File: config.mk
export PLATFORM = sky130hd
export DESIGN_NAME = fetch_inst_queue
export DESIGN_NICKNAME = d
export VERILOG_FILES = /design/src/rtl/fetch_inst_queue.sv
export SDC_FILE = /design/constraint.sdc
export NUM_CORES = 1
export LEC_CHECK = 0
export ABC_CLOCK_PERIOD_IN_PS = 17700
export CORE_ASPECT_RATIO = 1.1
export CORE_MARGIN = 8
export CORE_UTILIZATION = 61
export CTS_CLUSTER_SIZE = 25
export DETAILED_ROUTE_END_ITERATION = 8
export PLACE_DENSITY = 0.85
export SLEW_MARGIN = 15
export SYNTH_ARGS = -nofsm -noshare
export SYNTH_HDL_FRONTEND = slang
export SYNTH_SLANG_ARGS = --single-unit
File: constraint.sdc
create_clock -name iCLOCK -period 17.7 [get_ports iCLOCK]
set_input_delay 5.31 -clock iCLOCK [delete_from_list [all_inputs] [get_ports iCLOCK]]
set_output_delay 5.31 -clock iCLOCK [all_outputs]
set_load 0.03 [all_outputs]
File: src/rtl/fetch_inst_queue.sv
// fetch_inst_queue: circular instruction queue between fetch and decode.
// Accepts up to two instructions per cycle and delivers up to two per cycle,
// in program order. The exception event flushes all contents.
module fetch_inst_queue #(
    parameter int P_DEPTH   = 8,
    parameter int P_DEPTH_N = 3
) (
    input  logic                 iCLOCK,
    input  logic                 inRESET,
    input  logic                 iEXCEPTION_EVENT,
    input  logic                 iPREVIOUS_0_INST_VALID,
    input  logic [5:0]           iPREVIOUS_0_MMU_FLAGS,
    input  logic [31:0]          iPREVIOUS_0_INST,
    input  logic                 iPREVIOUS_1_INST_VALID,
    input  logic [5:0]           iPREVIOUS_1_MMU_FLAGS,
    input  logic [31:0]          iPREVIOUS_1_INST,
    input  logic [31:0]          iPREVIOUS_PC,
    output logic                 oPREVIOUS_LOCK,
    output logic                 oNEXT_0_INST_VALID,
    output logic [5:0]           oNEXT_0_MMU_FLAGS,
    output logic [31:0]          oNEXT_0_INST,
    output logic [31:0]          oNEXT_0_PC,
    output logic                 oNEXT_1_INST_VALID,
    output logic [5:0]           oNEXT_1_MMU_FLAGS,
    output logic [31:0]          oNEXT_1_INST,
    output logic [31:0]          oNEXT_1_PC,
    input  logic                 iNEXT_LOCK,
    output logic [P_DEPTH_N:0]   oCOUNT
);

    localparam logic [P_DEPTH_N:0]   LP_DEPTH = (P_DEPTH_N+1)'(P_DEPTH);
    localparam logic [P_DEPTH_N:0]   LP_TWO_C = (P_DEPTH_N+1)'(2);
    localparam logic [P_DEPTH_N-1:0] LP_ONE_P = P_DEPTH_N'(1);
    localparam logic [P_DEPTH_N-1:0] LP_TWO_P = P_DEPTH_N'(2);

    // Entry storage; data is never reset, occupancy is tracked by r_count.
    logic [31:0]          r_inst  [P_DEPTH];
    logic [5:0]           r_flags [P_DEPTH];
    logic [31:0]          r_pc    [P_DEPTH];

    logic [P_DEPTH_N-1:0] r_wptr;
    logic [P_DEPTH_N-1:0] r_rptr;
    logic [P_DEPTH_N:0]   r_count;

    logic                 w_lock;
    logic                 w_push_en;
    logic [P_DEPTH_N-1:0] w_push_inc;
    logic [P_DEPTH_N-1:0] w_pop_inc;
    logic [P_DEPTH_N-1:0] w_wr1;
    logic [P_DEPTH_N-1:0] w_rd1;
    logic                 w_has0;
    logic                 w_has1;

    // Lock comes from registered occupancy only; a same-cycle pop gives no credit.
    assign w_lock    = (LP_DEPTH - r_count) < LP_TWO_C;
    assign w_push_en = inRESET && !iEXCEPTION_EVENT && !w_lock;
    assign w_has0    = (r_count != '0);
    assign w_has1    = (r_count >= LP_TWO_C);
    // Slot 1 lands right behind slot 0 only when slot 0 is also written.
    assign w_wr1     = iPREVIOUS_0_INST_VALID ? (r_wptr + LP_ONE_P) : r_wptr;
    assign w_rd1     = r_rptr + LP_ONE_P;

    // Number of entries written and consumed this cycle.
    always_comb begin
        w_push_inc = '0;
        w_pop_inc  = '0;
        if (w_push_en) begin
            w_push_inc = P_DEPTH_N'(iPREVIOUS_0_INST_VALID) + P_DEPTH_N'(iPREVIOUS_1_INST_VALID);
        end
        if (!iNEXT_LOCK) begin
            w_pop_inc = w_has1 ? LP_TWO_P : P_DEPTH_N'(r_count);
        end
    end

    // Pointer and occupancy update: reset, then flush, then push/pop.
    always_ff @(posedge iCLOCK) begin
        if (!inRESET) begin
            r_wptr  <= '0;
            r_rptr  <= '0;
            r_count <= '0;
        end else if (iEXCEPTION_EVENT) begin
            r_wptr  <= '0;
            r_rptr  <= '0;
            r_count <= '0;
        end else begin
            r_wptr  <= r_wptr + w_push_inc;
            r_rptr  <= r_rptr + w_pop_inc;
            r_count <= r_count + {1'b0, w_push_inc} - {1'b0, w_pop_inc};
        end
    end

    // Entry writes, slot 0 first, slot 1 at PC+4.
    always_ff @(posedge iCLOCK) begin
        if (w_push_en) begin
            if (iPREVIOUS_0_INST_VALID) begin
                r_inst[r_wptr]  <= iPREVIOUS_0_INST;
                r_flags[r_wptr] <= iPREVIOUS_0_MMU_FLAGS;
                r_pc[r_wptr]    <= iPREVIOUS_PC;
            end
            if (iPREVIOUS_1_INST_VALID) begin
                r_inst[w_wr1]  <= iPREVIOUS_1_INST;
                r_flags[w_wr1] <= iPREVIOUS_1_MMU_FLAGS;
                r_pc[w_wr1]    <= iPREVIOUS_PC + 32'd4;
            end
        end
    end

    // Output view of the two head entries; absent entries read as zero.
    always_comb begin
        oPREVIOUS_LOCK     = w_lock;
        oCOUNT             = r_count;
        oNEXT_0_INST_VALID = !iNEXT_LOCK && w_has0;
        oNEXT_1_INST_VALID = !iNEXT_LOCK && w_has1;
        oNEXT_0_INST       = w_has0 ? r_inst[r_rptr]  : 32'd0;
        oNEXT_0_MMU_FLAGS  = w_has0 ? r_flags[r_rptr] : 6'd0;
        oNEXT_0_PC         = w_has0 ? r_pc[r_rptr]    : 32'd0;
        oNEXT_1_INST       = w_has1 ? r_inst[w_rd1]   : 32'd0;
        oNEXT_1_MMU_FLAGS  = w_has1 ? r_flags[w_rd1]  : 6'd0;
        oNEXT_1_PC         = w_has1 ? r_pc[w_rd1]     : 32'd0;
    end

endmodule

[Word level (Yosys, flattened, before mapping)]
Memory sizes are Yosys's and may differ from the RTL's. A register that Yosys moved wholly into a read port is not among the register bits.
Cells that the tools add are included.
Cells by class
  bitwise gates (word level): 1
  reduce and logical (&&, ||, !) cells: 9
  order comparisons: 2
  add/subtract/negate cells: 9
  multiplexer cells: 19
Operator list (number)
  two-way mux 32 bit: 4
  adder 32 x 3 -> 32 bit (second input constant): 1
  two-way mux 3 bit: 6
  two-way mux 6 bit: 2
  adder 3 x 1 -> 3 bit (second input constant): 2
  adder 3 bit: 2
  two-way mux 1 bit: 6
  adder 4 x 3 -> 4 bit: 1
  >= comparator 4 x 2 -> 1 bit (second input constant): 1
  logical AND 1 bit: 4
  < comparator 4 x 2 -> 1 bit (second input constant): 1
  nonzero test 4 bit: 1
  subtractor 4 x 3 -> 4 bit: 1
  subtractor 4 bit (first input constant): 1
  zero test 1 bit: 3
  adder 1 x 1 -> 2 bit: 1
  two-way mux 2 bit: 1
  OR reduction 2 bit: 1
  inverter 1 bit: 1
Storage, ports and cells
  register bits after elaboration: 10
  memories: 3
  RAM bits: 560
  logic and storage cells: 46
  bits of input ports: 114
  output and inout bits: 147
Memory list
  r_inst: words 8, bits a word 32, rd ports 2, clocked after Yosys merged registers in 1, wr ports 2, RTL line 37  | logic [31:0] r_inst [P_DEPTH];
  r_pc: words 8, bits a word 32, rd ports 2, clocked after Yosys merged registers in 1, wr ports 2, RTL line 39  | logic [31:0] r_pc [P_DEPTH];
  r_flags: words 8, bits a word 6, rd ports 2, clocked after Yosys merged registers in 1, wr ports 2, RTL line 38  | logic [5:0] r_flags [P_DEPTH];

[Logic depth before layout (Yosys ltp)]
Gate-level depths: netlist of run 1.
  depth in word-level cells: 7
  depth in mapped cells: 14
  depth with buffers taken out: 13

[Least setup slack after synthesis of run 1]
Ideal clock, no wire load.
  kind: input port to flip-flop
  start: input port iEXCEPTION_EVENT
  end: memory r_flags[3][0], enable pin
  cell stages on the path: 3
  arrival: 12.793 ns
  required time: 17.011 ns
  setup time: 0.689 ns
  setup slack: 4.218 ns
  buffers on the path: 1
  cells stage by stage: nand2b_1 > clkbuf_1 > o41ai_1
RTL lines
  start, declared: RTL line 10  | input logic iEXCEPTION_EVENT,
  end, declared: RTL line 38

[Worst setup path after layout of run 1]
  start: input port iNEXT_LOCK
  end: output port oNEXT_1_INST_VALID
On the way
  cells in the longest elaborated chain, start to end: 2
Ends and longest elaborated chain
  start, declared: RTL line 27  | input logic iNEXT_LOCK,
  zero test 1 bit: RTL line 113  | oNEXT_1_INST_VALID = !iNEXT_LOCK && w_has1;
  logical AND 1 bit: RTL line 113
  end, declared: RTL line 23  | output logic oNEXT_1_INST_VALID,
No other way between the ends.

==> results by stage, run 1 <==
Pwr:
- The total power consumption of the routed design is 4.180 mW.
- Sequential cells account for 36.9% of the total power.
- Of the total power, the clock network draws 29.3%.
- The leakage power of the design is 12.61 nW.
- The share of power burned in combinational logic is 33.8%.
- The analysis attributes to net switching a power of 1.448 mW.
- Dividing total power by cell area gives a power density of 107.0 mW/mm².
- The switching power as a share of total power is 34.63%.
- The worst supply voltage drop on vdd is 0.1205 mV.
- The internal portion of total power is 2.732 mW.

Run status:
- The flow ran to the end, and the final reports show no timing, DRC or antenna violations.

Layout:
- At the end of the flow, the number of nets in the layout was 2,993.
- For this run, the number of standard cells in the final layout without fillers is 3,652.
- The post-route netlist has 21.13% of its cells at a drive strength greater than 1.
- The area growth from synthesis to layout is 14.92%.
- Once layout is done, the placed cells without fillers occupy 0.03908 mm².
- Leaving out fill and tap cells, the most frequent cells in the layout are nand2_1, edfxtp_1, mux4_2.
- The library cell used most frequently in the layout, excluding fill and tap cells, is nand2_1.
- The number of filler instances in the final layout is 3,559.

Critical path:
- The classification of the worst setup path is primary input to output pin.
- The critical path crosses 3 cells after its start point.
- Walking the worst path, the cells encountered are clkdlybuf4s50_1, nor2_1, clkdlybuf4s50_1.
- For this design, the slowest cell found on the critical path is clkdlybuf4s50_1.
- The stage delay of the slowest cell on the critical path is 0.70 ns.
- The critical path's most frequent cell is clkdlybuf4s50_1.
- The cell family contributing the most delay on the critical path is buffers and inverters.
- At the worst endpoint, the required time is 12.39 ns.
- The number of buffers and inverters on the critical path is 2.
- Along the worst path, the maximum fanout reaches 6.
- The worst setup path is captured at an output pin.
- The length in cells of the worst reg-to-reg path is 8.
- The worst setup path is launched from a primary input.
- STA puts the critical path data arrival time at 6.88 ns.

Floorplan:
- The die area is 0.06357 mm².
- The I/O pin count is 261.
- The vertical extent of the die is 263.6 µm.
- The number of rows in the core area is 90.
- The die outline width is 241.1 µm.
- The initial utilization of the core area, before any placement, comes to 61.89%.
- The core region is 0.05495 mm².

Place:
- During placement, the flow inserted port buffers numbering 260.
- The final HPWL from detailed placement is 59,530 µm.
- Prior to clock tree synthesis, the placed netlist has a worst setup slack of 5.491 ns.
- Counting tap cells, the placed design contains a total of 3,535 instances.
- The placed standard-cell area is 0.03719 mm².
- The routability congestion estimate is 0.8746.

STA:
- Setup repair after global routing left no endpoint under its margin.
- Between clock sinks in the finished design, the worst skew comes to 0.02935 ns.
- The final hold violation count is 0.
- The portion of the clock cycle consumed by the worst path in the final layout is 68.88%.
- The sum of negative setup slack is 0 ns.
- The worst slew margin relative to its limit is 19.74%.
- The worst path setup slack after routing is 5.509 ns.
- For the pin with the worst max-slew slack, the measured transition is 1.199 ns.
- Setup violations remaining at the end of the flow were counted as 0.
- The final count of pins violating max slew is 0.
- Derived from the worst setup path, the maximum achievable clock frequency is 0.08203 GHz.
- The smallest clock period supported by the final layout is computed as 12.19 ns.

Synth:
- The async set-or-reset flop fraction in the synthesized netlist is 0%.
- The sequential area share after synthesis is 50.03%.
- The synthesized net count is 2,844.
- After synthesis, the netlist uses 52 different library cells.
- In this run, synthesis produced a sequential element count of 570.
- Synthesis handed over a netlist of 2,712 instances.
- The number of flops mapped to enable cells by yosys is 560.
- The average cell area after synthesis is 12.54 µm².
- After synthesis the cells add up to 0.03401 mm².
- The primary flip-flop cell chosen by synthesis mapping is edfxtp_1.
- Sorting the synthesized cells by area gives the leading types as edfxtp_1, mux4_2, nand2_1.
- Summed over all instances, the cell type with the most area after synthesis is edfxtp_1.
- The share of synthesized area in the top cell type comes to 49.45%.
- For this run, the number of Yosys warnings is 0.

Clock tree:
- The number of hold-repair buffers added at the cts stage is 0.
- The clock-pin slew of the registers on the worst-case setup and hold paths is 0.06 ns.
- The number of sinks on the clock net is 570.
- The count of H-tree levels built during CTS is 2.
- The maximum root-to-sink buffer count is 3.
- TritonCTS built the clock tree.
- The clock latency reported for the late side of the worst-skew pair is 0.65 ns.
- The total setup buffers inserted after CTS is 0.
- Buffers inserted during clock tree synthesis total 60.
- Once the clock tree was built, the resizer swapped 0 gates to a different size.
- The clock root buffer is clkbuf_16.

Run:
- The tool flagged a number of max-cap violations equal to 0.

Drt:
- The detailed-route via count is 25,501.
- The detailed-route wire length per cell is 28.89 µm.
- After detailed routing, the number of vias per cell comes to 6.983.
- The detailed router finished its first iteration with 3,719 violations.
- The post-detailed-route count of antenna-violating nets is 0.
- The DRC violation count after routing is 0.
- After detailed routing, the total wire length is 105,500 µm.
- The first TritonRoute pass finished after 7 iterations.

Global routing:
- The global-route wire length before repair is 156,600 µm.
- The number of global-route vias before repair is 26,710.
- The initial antenna violation count is 11.
- The aggregate global-route resource usage is 32.60%.
- The total overflow left after global routing is 0.
- The maximum number of pins on one net before global-route repair is 145.

Hold path:
- The min-delay analysis places its worst path in the category register to register.
- The count of cells along the worst hold path is 2.
worst reg2reg max path: stages, from the launching register on:
cell and delay (ns):
dfxtp_1 0.42, inv_1 0.13, ha_1 0.34, nor4b_1 0.62
nor3_1 0.20, o211ai_1 0.13, buf_4 0.83, o21ai_4 0.52
buf_4 0.59
state kept, by name (all words and copies together) (netlist names):
register,flops
r_flags,48
oCOUNT,4
r_wptr,3
r_rptr,3
r_pc,256
r_inst,256
metrics by stage:
| step | hold slack, ns | util, % |
|---|---|---|
| after floorplan | 0.5750 | - |
| after global placement | 0.6912 | 67.68 |
| after detailed placement | 0.6902 | 67.68 |
| after CTS | 0.7090 | 71.06 |
| after global routing | 0.7633 | 71.10 |
| final | 0.7118 | 71.12 |
layer usage:
metal / part of all wire, % / track usage [%]
met2: 48 / 53.79
met1: 32 / 38.59
met5: 0.054 / 0
met3: 13 / 8.047
met4: 6.3 / 18.75
synth_stat cells (7+ instances only):
library cell / count
a21oi_1: 73
and2_1: 8
and3_1: 8
buf_1: 36
buf_2: 45
clkbuf_1: 134
dfxtp_1: 10
edfxtp_1: 560
ha_1: 14
inv_1: 16
mux2_2: 156
mux2i_1: 70
mux4_2: 280
nand2_1: 690
nand3_1: 48
nand4_1: 12
nor2_1: 140
nor3_1: 75
nor4_1: 8
o21ai_0: 17
or4_1: 7
xnor2_1: 133
xor2_1: 100
final timing paths:
path	start	endpoint	slack, ns
setup / recovery	iNEXT_LOCK	oNEXT_1_INST_VALID	5.51
hold / removal	oCOUNT[0]	oCOUNT[0]	0.71
setup reg to reg	oCOUNT[0]	r_pc[6][22]	13.48
hold reg to reg	oCOUNT[0]	oCOUNT[0]	0.71
logic make-up after synthesis:
kind of cell / count (synthesis) / synth area share, %
multiplexers: 506 / 25.77
AND/OR/NAND/NOR: 1034 / 12.66
XOR/XNOR: 233 / 6.001
AO/OA/AOI/OAI: 112 / 1.928
flip-flops: 570 / 50.03
buffers and inverters: 239 / 2.859
adder cells (fa/ha/maj): 18 / 0.7505
layout make-up:
cell class                      instances  area (µm²)  area share [%]
Inverter                               20       75.07          0.1921
Clock inverter                         36       316.6          0.8100
Tap cell                              736       920.9           2.356
Antenna cell                           10       25.02         0.06403
Clock buffer                           71        1543           3.947
Sequential cell                       570       17030           43.57
Timing Repair Buffer                  306        2960           7.575
Multi-Input combinational cell       1903       16210           41.49
power groups by stage:
| stage | logic, mW | registers [mW] | clock network (mW) |
|---|---|---|---|
| after floorplan | 0.833 | 1.56 | 0 |
| after global placement | 1.37 | 1.57 | 0 |
| after detailed placement | 1.39 | 1.57 | 0 |
| after CTS | 1.40 | 1.54 | 1.22 |
| after global routing | 1.47 | 1.55 | 1.27 |
| final | 1.41 | 1.54 | 1.23 |
Power figures use the tool's default switching activity.
==> run 2, diff against run 1 <==
--- a/config.mk
+++ b/config.mk
@@ -5,13 +5,13 @@
 export SDC_FILE = /design/constraint.sdc
 export NUM_CORES = 1
 export LEC_CHECK = 0
-export ABC_CLOCK_PERIOD_IN_PS = 17700
+export ABC_CLOCK_PERIOD_IN_PS = 11650
 export CORE_ASPECT_RATIO = 1.1
 export CORE_MARGIN = 8
-export CORE_UTILIZATION = 61
+export CORE_UTILIZATION = 60
 export CTS_CLUSTER_SIZE = 25
 export DETAILED_ROUTE_END_ITERATION = 8
-export PLACE_DENSITY = 0.85
+export PLACE_DENSITY = 0.84
 export SLEW_MARGIN = 15
 export SYNTH_ARGS = -nofsm -noshare
 export SYNTH_HDL_FRONTEND = slang
==> constraint.sdc (replaced) <==
create_clock -name iCLOCK -period 11.65 [get_ports iCLOCK]
set_input_delay 3.495 -clock iCLOCK [delete_from_list [all_inputs] [get_ports iCLOCK]]
set_output_delay 3.495 -clock iCLOCK [all_outputs]
set_load 0.03 [all_outputs]
==> run 2 against run 1 <==
- register-to-register slack got worse by 6.7 ns
- clock skew rose by 0.0011 ns
- via count fell by 0.94%
- first-iteration DRC count fell by 11%
- worst hold slack got worse by 0.041 ns
- count of clock-buffer cells in the layout rose by 2
- die area rose by 1.6%
- cell area barely moved
- power rose by 52%
- sequential cell count did not move
- clock power rose by 51%
- sequential share of layout area barely moved
==> results by stage, run 2 (synthesis gave the netlist of run 1 again) <==
Drt:
- The average vias per placed instance is 6.909 (-1.0%).
- The number of optimization iterations in the first detailed-route pass is 8 (+1).
- The detailed-route wire length per cell was 28.42 µm (-1.6%).
- The detailed-route via count is 25,261 (-0.94%).
- The final wirelength came to 103,900 µm (-1.5%).
- The post-detailed-route count of antenna-violating nets is 0 (unchanged).
- The DRC violation total after the first TritonRoute iteration is 3,328 (-11%).
- The DRC violation count after routing is 0 (unchanged).

STA:
- The transition time at the pin with the least slew margin is 1.236 ns (+0.03710 ns).
- The worst-case clock skew is 0.03049 ns (+0.001139 ns).
- The final critical path time including I/O delays and setup is 8.616 ns.
- The worst hold-check slack came to 0.6707 ns (-0.04109 ns).
- The worst path setup slack after routing is 3.034 ns (-2.474 ns).
- The fmax is 0.1161 GHz.
- The worst slew margin relative to its limit is 17.30% (-2.4 points).
- The final count of pins violating max slew is 0 (unchanged).
- In the finished design, the share of the clock period the worst path needs comes to 73.95%.
- The number of failing setup endpoints in the final timing report came to 0 (unchanged).
- Setup repair after global routing left no endpoint under its margin.
- The final hold violation count is 0 (unchanged).

Critical path:
- The worst flop-to-flop path startpoint is oCOUNT[1].
- The maximum fanout count along the critical path is 6 (unchanged).
- The required time of the critical path was 8.16 ns (-4.23 ns).
- The sort of element at the start of the critical path is a primary input.
- The register-to-register setup slack is 6.79 ns (-6.69 ns).
- The data arrival time of the critical path is 5.12 ns (-1.76 ns).
- The critical path is of the primary input to output pin type.
- The critical path launch point is iNEXT_LOCK.
- The nature of the critical path endpoint is an output pin.

Hold path:
- The hold path startpoint is oCOUNT[0].
- The path class of the tightest hold or removal check is register to register.

Layout:
- The fraction of final layout cells sized beyond drive strength 1 is 20.97% (-0.16 points).
- The number of filler instances in the final layout was 3,668 (+3.1%).
- The synthesis-to-finish area growth is 14.88% (about the same).
- The library cells used most frequently in the layout, excluding fill and tap cells, are nand2_1, edfxtp_1, mux4_2.
- The largest registers in the layout are r_inst x256, r_pc x256, r_flags x48.
- Leaving out fill and tap cells, the most frequent cell in the layout is nand2_1.
- The final design instance area without fill is 0.03907 mm² (about the same).
- The number of nets at the end of the flow is 2,985 (-0.27%).

Place:
- The routability congestion estimate is 0.9020 (+3.1%).
- The number of buffers added on ports is 260 (unchanged).
- The placement-stage worst setup slack is 3.027 ns (-2.464 ns).
- The placed standard-cell area is 0.03716 mm² (about the same).
- The final HPWL from detailed placement is 59,470 µm (about the same).

Pwr:
- The leakage power of the design came to 12.58 nW (-0.22%).
- The share of power burned in combinational logic is 33.5% (-0.3 points).
- The fraction of power consumed by sequential logic is 37.1% (+0.2 points).
- The part of the total power dissipated in the clock network is 29.4% (about the same).
- The switching component of the power was 2.178 mW (+50%).
- The internal portion of total power was 4.169 mW (+53%).
- The power density relative to cell area is 162.5 mW/mm² (+52%).
- The switching power as a share of total power came to 34.32% (-0.32 points).
- The worst supply voltage drop on vdd is 0.1337 mV (+11%).
- The total power consumption of the routed design came to 6.347 mW (+52%).

Global routing:
- The maximum number of pins on one net before global-route repair is 109 (-25%).
- The aggregate global-route resource usage is 31.46% (-1.1 points).
- The overflow left after global routing came to 0 (unchanged).
- The initial antenna violation count is 13 (+2).
- The number of global-route vias before repair is 26,460 (-0.94%).
- The global-route wire length before repair was 155,300 µm (-0.82%).

Clock tree:
- The clock-pin slew of the registers on the worst-case setup and hold paths came to 0.06 ns (about the same).
- The maximum root-to-sink buffer count is 3 (unchanged).
- The number of sinks on the clock net is 570 (unchanged).
- The CTS tree is done.
- The total setup buffers inserted after CTS came to 0 (unchanged).
- The number of buffers created by CTS came to 58 (-3.3%).
- The number of gates given a new drive strength after cts is 0 (unchanged).
- The number of hold-repair buffers added at the cts stage is 0 (unchanged).
- The count of H-tree levels built during CTS was 2 (unchanged).
- The clock latency reported for the late side of the worst-skew pair came to 0.65 ns (about the same).
- The root buffer cell chosen for the clock tree is clkbuf_16.

Floorplan:
- The vertical extent of the die came to 265.7 µm (+0.78%).
- The number of rows in the core area is 91 (+1.1%).
- The I/O pin count came to 261 (unchanged).
- The die area was 0.06457 mm² (+1.6%).
- The starting density of the core is 60.71% (-1.2 points).
- The core area is 0.05602 mm² (+1.9%).
- The die outline width is 243 µm (+0.78%).

Run:
- The number of maximum-capacitance violations is 0 (unchanged).

Run status:
- The run finished with clean final reports.
run 2: cell types whose count changed in the layout (fill, tap and decap cells not counted), moves of 2 or more:
cell / before / now
clkinv_1: 11 / 14
buf_4: 45 / 39
diode_2: 10 / 12
clkinv_2: 12 / 7
clkbuf_1: 11 / 8
inv_6: 3 / 1
clkinvlp_4: 4 / 6
clkbuf_8: 0 / 6
run 2: power groups by stage:
stage / sequential [mW] / combinational [mW] / clock (mW)
6_report: 2.35 / 2.13 / 1.86
3_5_place_dp: 2.40 / 2.11 / 0
2_1_floorplan: 2.37 / 1.27 / 0
5_1_grt: 2.36 / 2.22 / 1.94
4_1_cts: 2.35 / 2.12 / 1.86
3_3_place_gp: 2.39 / 2.08 / 0
run 2: stage by stage:
step / setup TNS, ns / instances / utilization, %
after floorplan: -2.398 / 2712 / -
final: 0 / 3656 / 69.74
after detailed placement: 0 / 3537 / 66.33
after global placement: 0 / 3537 / 66.33
after global routing: 0 / 3650 / 69.72
after CTS: 0 / 3644 / 69.69
run 2: path summary, 6_finish.rpt:
kind,to,cells past startpoint
max,oNEXT_0_INST_VALID,3
min,oCOUNT[0],2
max reg2reg,r_pc[0][27],9
min reg2reg,oCOUNT[0],2
run 2: critical path, stage by stage:
cell and delay, ns:
clkdlybuf4s50_1 0.71, nor2_1 0.22, clkdlybuf4s50_1 0.70
run 2: layout make-up:
| type | count | area [µm²] | area share [%] |
|---|---|---|---|
| clock inverter | 34 | 290.3 | 0.7430 |
| timing repair buffer | 300 | 2915 | 7.462 |
| clock buffer | 73 | 1589 | 4.067 |
| antenna | 12 | 30.03 | 0.07686 |
| sequential | 570 | 17030 | 43.58 |
| tap | 744 | 930.9 | 2.383 |
| inverter | 20 | 75.07 | 0.1922 |
| multi-input combinational | 1903 | 16210 | 41.49 |
run 2: routing by layer:
metal	GRT usage [%]	share of wire (%)
met1	37.31	32
met2	52.74	49
met3	7.298	13
met4	17.96	5.8
met5	0	0.050
